===== src/rtl/weight_bank_loader.sv =====
// Write-side loader for the weight register bank: takes weights over valid/ready and
// writes them to addresses 0..NUM_WEIGHTS-1 with a setup / strobe / hold sequence each.
module weight_bank_loader #(
    parameter int unsigned DATA_WIDTH  = 8,
    parameter int unsigned ADDR_WIDTH  = 4,
    parameter int unsigned NUM_WEIGHTS = 10
) (
    input  logic                  clk,
    input  logic                  reset,
    input  logic                  start,
    input  logic                  abort,
    input  logic [DATA_WIDTH-1:0] in_data,
    input  logic                  in_valid,
    output logic                  in_ready,
    output logic [DATA_WIDTH-1:0] wr_data,
    output logic [ADDR_WIDTH-1:0] wr_addr,
    output logic                  wr_en,
    output logic                  busy,
    output logic                  done
);

    typedef enum logic [2:0] {
        StIdle,
        StAccept,
        StSetup,
        StWrite,
        StHold,
        StDone
    } state_t;

    localparam logic [ADDR_WIDTH-1:0] LastAddr = ADDR_WIDTH'(NUM_WEIGHTS - 1);

    state_t                  state_q, state_d;
    logic [DATA_WIDTH-1:0]   data_q, data_d;
    logic [ADDR_WIDTH-1:0]   addr_q, addr_d;

    always_comb begin
        state_d = state_q;
        data_d  = data_q;
        addr_d  = addr_q;
        unique case (state_q)
            StIdle: begin
                if (start && !abort) begin
                    state_d = StAccept;
                end
            end
            StAccept: begin
                // A completed handshake always consumes the weight, even if aborted.
                if (in_valid) begin
                    data_d  = in_data;
                    state_d = StSetup;
                end
            end
            StSetup: state_d = StWrite;
            StWrite: state_d = StHold;
            StHold: begin
                if (addr_q == LastAddr) begin
                    state_d = StDone;
                end else begin
                    addr_d  = addr_q + 1'b1;
                    state_d = StAccept;
                end
            end
            StDone:  state_d = StIdle;
            default: state_d = StIdle;
        endcase
        if (abort && state_q != StIdle) begin
            state_d = StIdle;
        end
        if (state_d == StIdle) begin
            addr_d = '0;
        end
    end

    // Outputs are flopped from the next state so they leave the block glitch-free.
    always_ff @(posedge clk or posedge reset) begin
        if (reset) begin
            state_q  <= StIdle;
            data_q   <= '0;
            addr_q   <= '0;
            in_ready <= 1'b0;
            wr_en    <= 1'b0;
            busy     <= 1'b0;
            done     <= 1'b0;
        end else begin
            state_q  <= state_d;
            data_q   <= data_d;
            addr_q   <= addr_d;
            in_ready <= (state_d == StAccept);
            wr_en    <= (state_d == StWrite);
            busy     <= (state_d == StAccept) || (state_d == StSetup) ||
                        (state_d == StWrite)  || (state_d == StHold);
            done     <= (state_d == StDone);
        end
    end

    assign wr_data = data_q;
    assign wr_addr = addr_q;

endmodule

===== config.mk =====
export PLATFORM = sky130hd
export DESIGN_NAME = weight_bank_loader
export DESIGN_NICKNAME = d
export VERILOG_FILES = /design/src/rtl/weight_bank_loader.sv
export SDC_FILE = /design/constraint.sdc
export NUM_CORES = 1
export LEC_CHECK = 0
export CAP_MARGIN = 20
export CORE_AREA = 3 3 48 50
export CTS_CLUSTER_SIZE = 12
export DETAILED_ROUTE_END_ITERATION = 7
export DIE_AREA = 0 0 51 53
export HOLD_SLACK_MARGIN = 0.15
export PLACE_DENSITY = 0.76
export SYNTH_ARGS = -nofsm -noshare
export SYNTH_HDL_FRONTEND = slang
export SYNTH_SLANG_ARGS = --single-unit

===== constraint.sdc =====
create_clock -name clk -period 5 [get_ports clk]
set_clock_uncertainty 0.15 [all_clocks]
set_input_delay 1 -clock clk [delete_from_list [all_inputs] [get_ports clk]]
set_output_delay 1 -clock clk [all_outputs]
set_load 0.02 [all_outputs]

-- Word level (Yosys, flattened, before mapping)
Index checks and enable logic that the tools add are counted.
- register bits: 19
- $add $sub $neg: 1
- equality and inequality tests: 11
- multiplexer cells: 8
- reduce and logical (&&, ||, !) cells: 12
- operator list (cell ; count):
    $pmux W3 S5 ; 1
    $eq A3 B2 Y1 const B ; 4
    $mux W3 ; 4
    $mux W4 ; 3
    $eq A3 B3 Y1 const B ; 3
    $eq A3 B1 Y1 const B ; 2
    $logic_not A3 Y1 ; 2
    $add A4 B1 Y4 const B ; 1
    $eq A4 B4 Y1 const B ; 1
    $reduce_and A2 Y1 ; 2
    $logic_or A1 B1 Y1 ; 3
    $reduce_bool A3 Y1 ; 1
    $logic_and A1 B1 Y1 ; 2
    $ne A2 B1 Y1 const B ; 1
    $reduce_bool A2 Y1 ; 1
    $logic_not A1 Y1 ; 1

-- Longest topological paths before layout
- depth after elaboration: 9
- mapped depth: 5

-- Worst setup path after synthesis
OpenSTA, ideal clock, no wires.
- kind: input-to-reg
- start: input port in_valid
- end: register data_q[0], in the netlist wr_data[0]
- arrival: 1775 ps
- slack: 2947 ps
- stages: 4
- buffers on the path: 1
- cell sequence: nor2b_1 and3b_1 buf_2 mux2_1
- cells in the longest elaborated chain, start to end: 1
- ends and longest elaborated chain (what ; RTL line ; RTL):
    from (decl) ; 13 ; input logic in_valid,
    $reduce_and A2 Y1 (no line) ; n/a ;
    to (signal assigned) ; 87 ; data_q <= data_d;
    to (decl) ; 34 ; logic [DATA_WIDTH-1:0] data_q, data_d;
Every way passes these cells.
A chain may end at the register's enable or synchronous reset.

-- Final worst setup path
- start: register addr_q[0], in the netlist wr_addr[0]
- end: output port wr_addr[0]
- RTL lines (what ; RTL line ; RTL):
    from (decl) ; 35 ; logic [ADDR_WIDTH-1:0] addr_q, addr_d;
    from (signal assigned) ; 88 ; addr_q <= addr_d;
    to (decl) ; 16 ; output logic [ADDR_WIDTH-1:0] wr_addr,
No word-level cell between the ends.

==> results.md <==
* Max Cap Violations at 0
* Bufs and invs on worst path at 1
* I/O pin total at 29
* Initial antenna violation count at 0
* Die Y at approximately 53 µm
* Ys Warns at 0
* Number of buffers added for setup after CTS at 0
* Num CTS Buffers at 3
* Vias per cell at 5.26
* GPL Wtd Cong at approximately 0.76
* First-pass GRT wire length at 2960 µm
* ANT cells at 0
* Routed Antenna Nets at 0
* Setup ws final at 2.49 ns
* Final nets at 116
* Most common cell after layout, fill and taps aside: clkdlybuf4s50_1
* Worst Path Arrival at 1.36 ns
* Die area at 2700 µm²
* Pleak at 0.488 nW
* Max Slew Vio Count at 0
* Setup WS pre-CTS at 2.25 ns
* Clk root buf: clkbuf_4
* Finished Core Util at 61.3%
* Sequential element share of the synthesized area at 54.4%
* WL final at 1710 µm
* Post-DP HPWL at 1310 µm
* I/O Buffers at 28
* CTS tree: done
* Critical Path Fanout Max at 6
* DRC viols at 0
* H-tree levels at 1
* CP max-delay cell: clkdlybuf4s50_1
* Cell area after synthesis at slightly below 900 µm²
* Tot GR Track Use at 15.1%
* Average cell area after synthesis at roughly 12 µm²
* Pwr/cell area at about 320 nW/µm²
* Final Setup Violations at 0
* Worst Path Required at 3.85 ns
* Worst-Margin Slew at 0.692 ns
* Final hold viol count at 0
* Hold crit path type: register to register
* Syn Inst Count at 73
* Fmax at 399 MHz
* Initial core utilization at 45.0%
* CP top delay family: buffers and inverters
* Status: finished, final reports clean
* Die W at approximately 51 µm
* RSZ-0062 raised after global routing: false
* Via count at ~670
* Worst hold slack at 0.345 ns
* CP Capture Type: primary output
* Setup TNS Final at 0 ns
* Core area at 1940 µm²
* Slew HR at 53.8%
* Worst VDD drop at 0.000200 V
* Core Rows at 16
* Worst skew pair latency at 0.30 ns
* #FFs+latches synth at 19
* CTS clk-pin slew, worst paths at approximately 0.10 ns
* DR iter-0 viols at 3
* Area delta synth->final at 36.2%
* Most frequent cells in the layout: clkdlybuf4s50_1 (28), dfrtp_1 (19), mux2_1 (8)
* Vias in the first global route at 648
* Max Root-Sink Buffers at 2
* Worst reg-to-reg setup slack at roughly 3.2 ns
* Final period util at 50.2%
* CTS Sinks at 19
* Crit path cell chain: clkdlybuf4s50_1
* WL/cell at 13.5 µm
* Grt total ovfl at 0
* Drt pass-1 iters at 3
* CP Launch Type: register
* Fraction of final layout cells sized beyond drive strength 1 at 8.00%
* Distinct cell type count after synthesis at 28
* Largest net degree at the start of global routing at 20
* Slowest stage delay, CP at 0.63 ns
* Post-CTS Hold Buffers at 0
* Filler cell count at 178
* CTS resizes at 0
* Crit path time final at 2.51 ns
* Mapped Nets at 88
* Critical path class: register to primary output
[synthesized netlist by cell type]
| master | n | area [µm²] |
|---|---|---|
| a31oi_1 | 1 | 6.26 |
| nor4b_1 | 1 | 8.76 |
| a21oi_1 | 6 | 30.0 |
| o21ai_0 | 3 | 15.0 |
| nor2b_1 | 1 | 6.26 |
| inv_1 | 3 | 11.3 |
| nand3b_1 | 2 | 15.0 |
| or4b_1 | 1 | 10.0 |
| dfrtp_1 | 19 | 475 |
| ha_1 | 2 | 25.0 |
| or4_4 | 1 | 11.3 |
| nand3b_2 | 1 | 11.3 |
| or3_1 | 2 | 12.5 |
| a21oi_2 | 1 | 8.76 |
| o21ai_1 | 2 | 10.0 |
| o22ai_1 | 1 | 6.26 |
| nor3b_2 | 1 | 12.5 |
| mux2i_1 | 1 | 10.0 |
| or3b_1 | 1 | 8.76 |
| nor3_1 | 1 | 5.00 |
| buf_2 | 5 | 25.0 |
| nand3_1 | 1 | 5.00 |
| nand2_1 | 1 | 3.75 |
| or4_1 | 1 | 7.51 |
| mux2_1 | 8 | 90.1 |
| nor2_1 | 2 | 7.51 |
| a311oi_1 | 2 | 17.5 |
| and3b_1 | 2 | 17.5 |
[through the flow]
step           total power, mW  cells  area [µm²]
5_1_grt                  0.407    127        1190
3_3_place_gp             0.307    123        1160
4_1_cts                  0.389    127        1190
2_1_floorplan            0.249     73         873
3_5_place_dp             0.311    123        1160
6_report                 0.382    127        1190
[state kept, by name, summed over array words and instances (netlist names)]
name / flops
wr_data: 8
wr_addr: 4
state_q: 3
busy: 1
done: 1
in_ready: 1
wr_en: 1
[cells by family after synthesis]
logic type | synth area share (%)
and+or+nand+nor | 16.3
adders and majority gates | 2.86
muxes | 11.5
buffers and inverters | 4.15
AOI/OAI and AO/OA | 10.7
DFF | 54.4
[layer usage]
layer	up-vias	wire length, µm	part of all wire (%)	global-route usage [%]
li1	318	-	-	-
met1	319	734	43	17.3
met2	25	814	48	25.8
met3	6	114	6.7	3.10
met4	0	47	2.7	9.42
met5	-	0	0	0
[path summary, 6_finish.rpt]
path / from / to / cells after the start
setup / recovery: wr_addr[0] / wr_addr[0] / 1
hold / removal: wr_data[0] / wr_data[0] / 1
setup reg to reg: state_q[1] / wr_addr[2] / 3
hold reg to reg: wr_data[0] / wr_data[0] / 1
max in group asynchronous: reset / wr_addr[1] / 2
min in group asynchronous: reset / wr_addr[2] / 2
[layout make-up]
| cell class | count | area (µm²) | share of cell area [%] |
|---|---|---|---|
| Clock inverter | 1 | 5.00 | 0.421 |
| Sequential cell | 19 | 475 | 40.0 |
| Multi-Input combinational cell | 46 | 362 | 30.4 |
| Clock buffer | 3 | 22.5 | 1.89 |
| Tap cell | 27 | 33.8 | 2.84 |
| Inverter | 3 | 11.3 | 0.946 |
| Timing Repair Buffer | 28 | 280 | 23.6 |
[report_power, final]
part | total [mW] | internal [mW] | switching (mW) | leakage [nW]
clock | 0.0757 | 0.0298 | 0.0459 | 0.0177
sequential | 0.191 | 0.177 | 0.0138 | 0.245
combinational | 0.116 | 0.0615 | 0.0540 | 0.226
total | 0.382 | 0.268 | 0.114 | 0.488
Power figures use the tool's default switching activity.
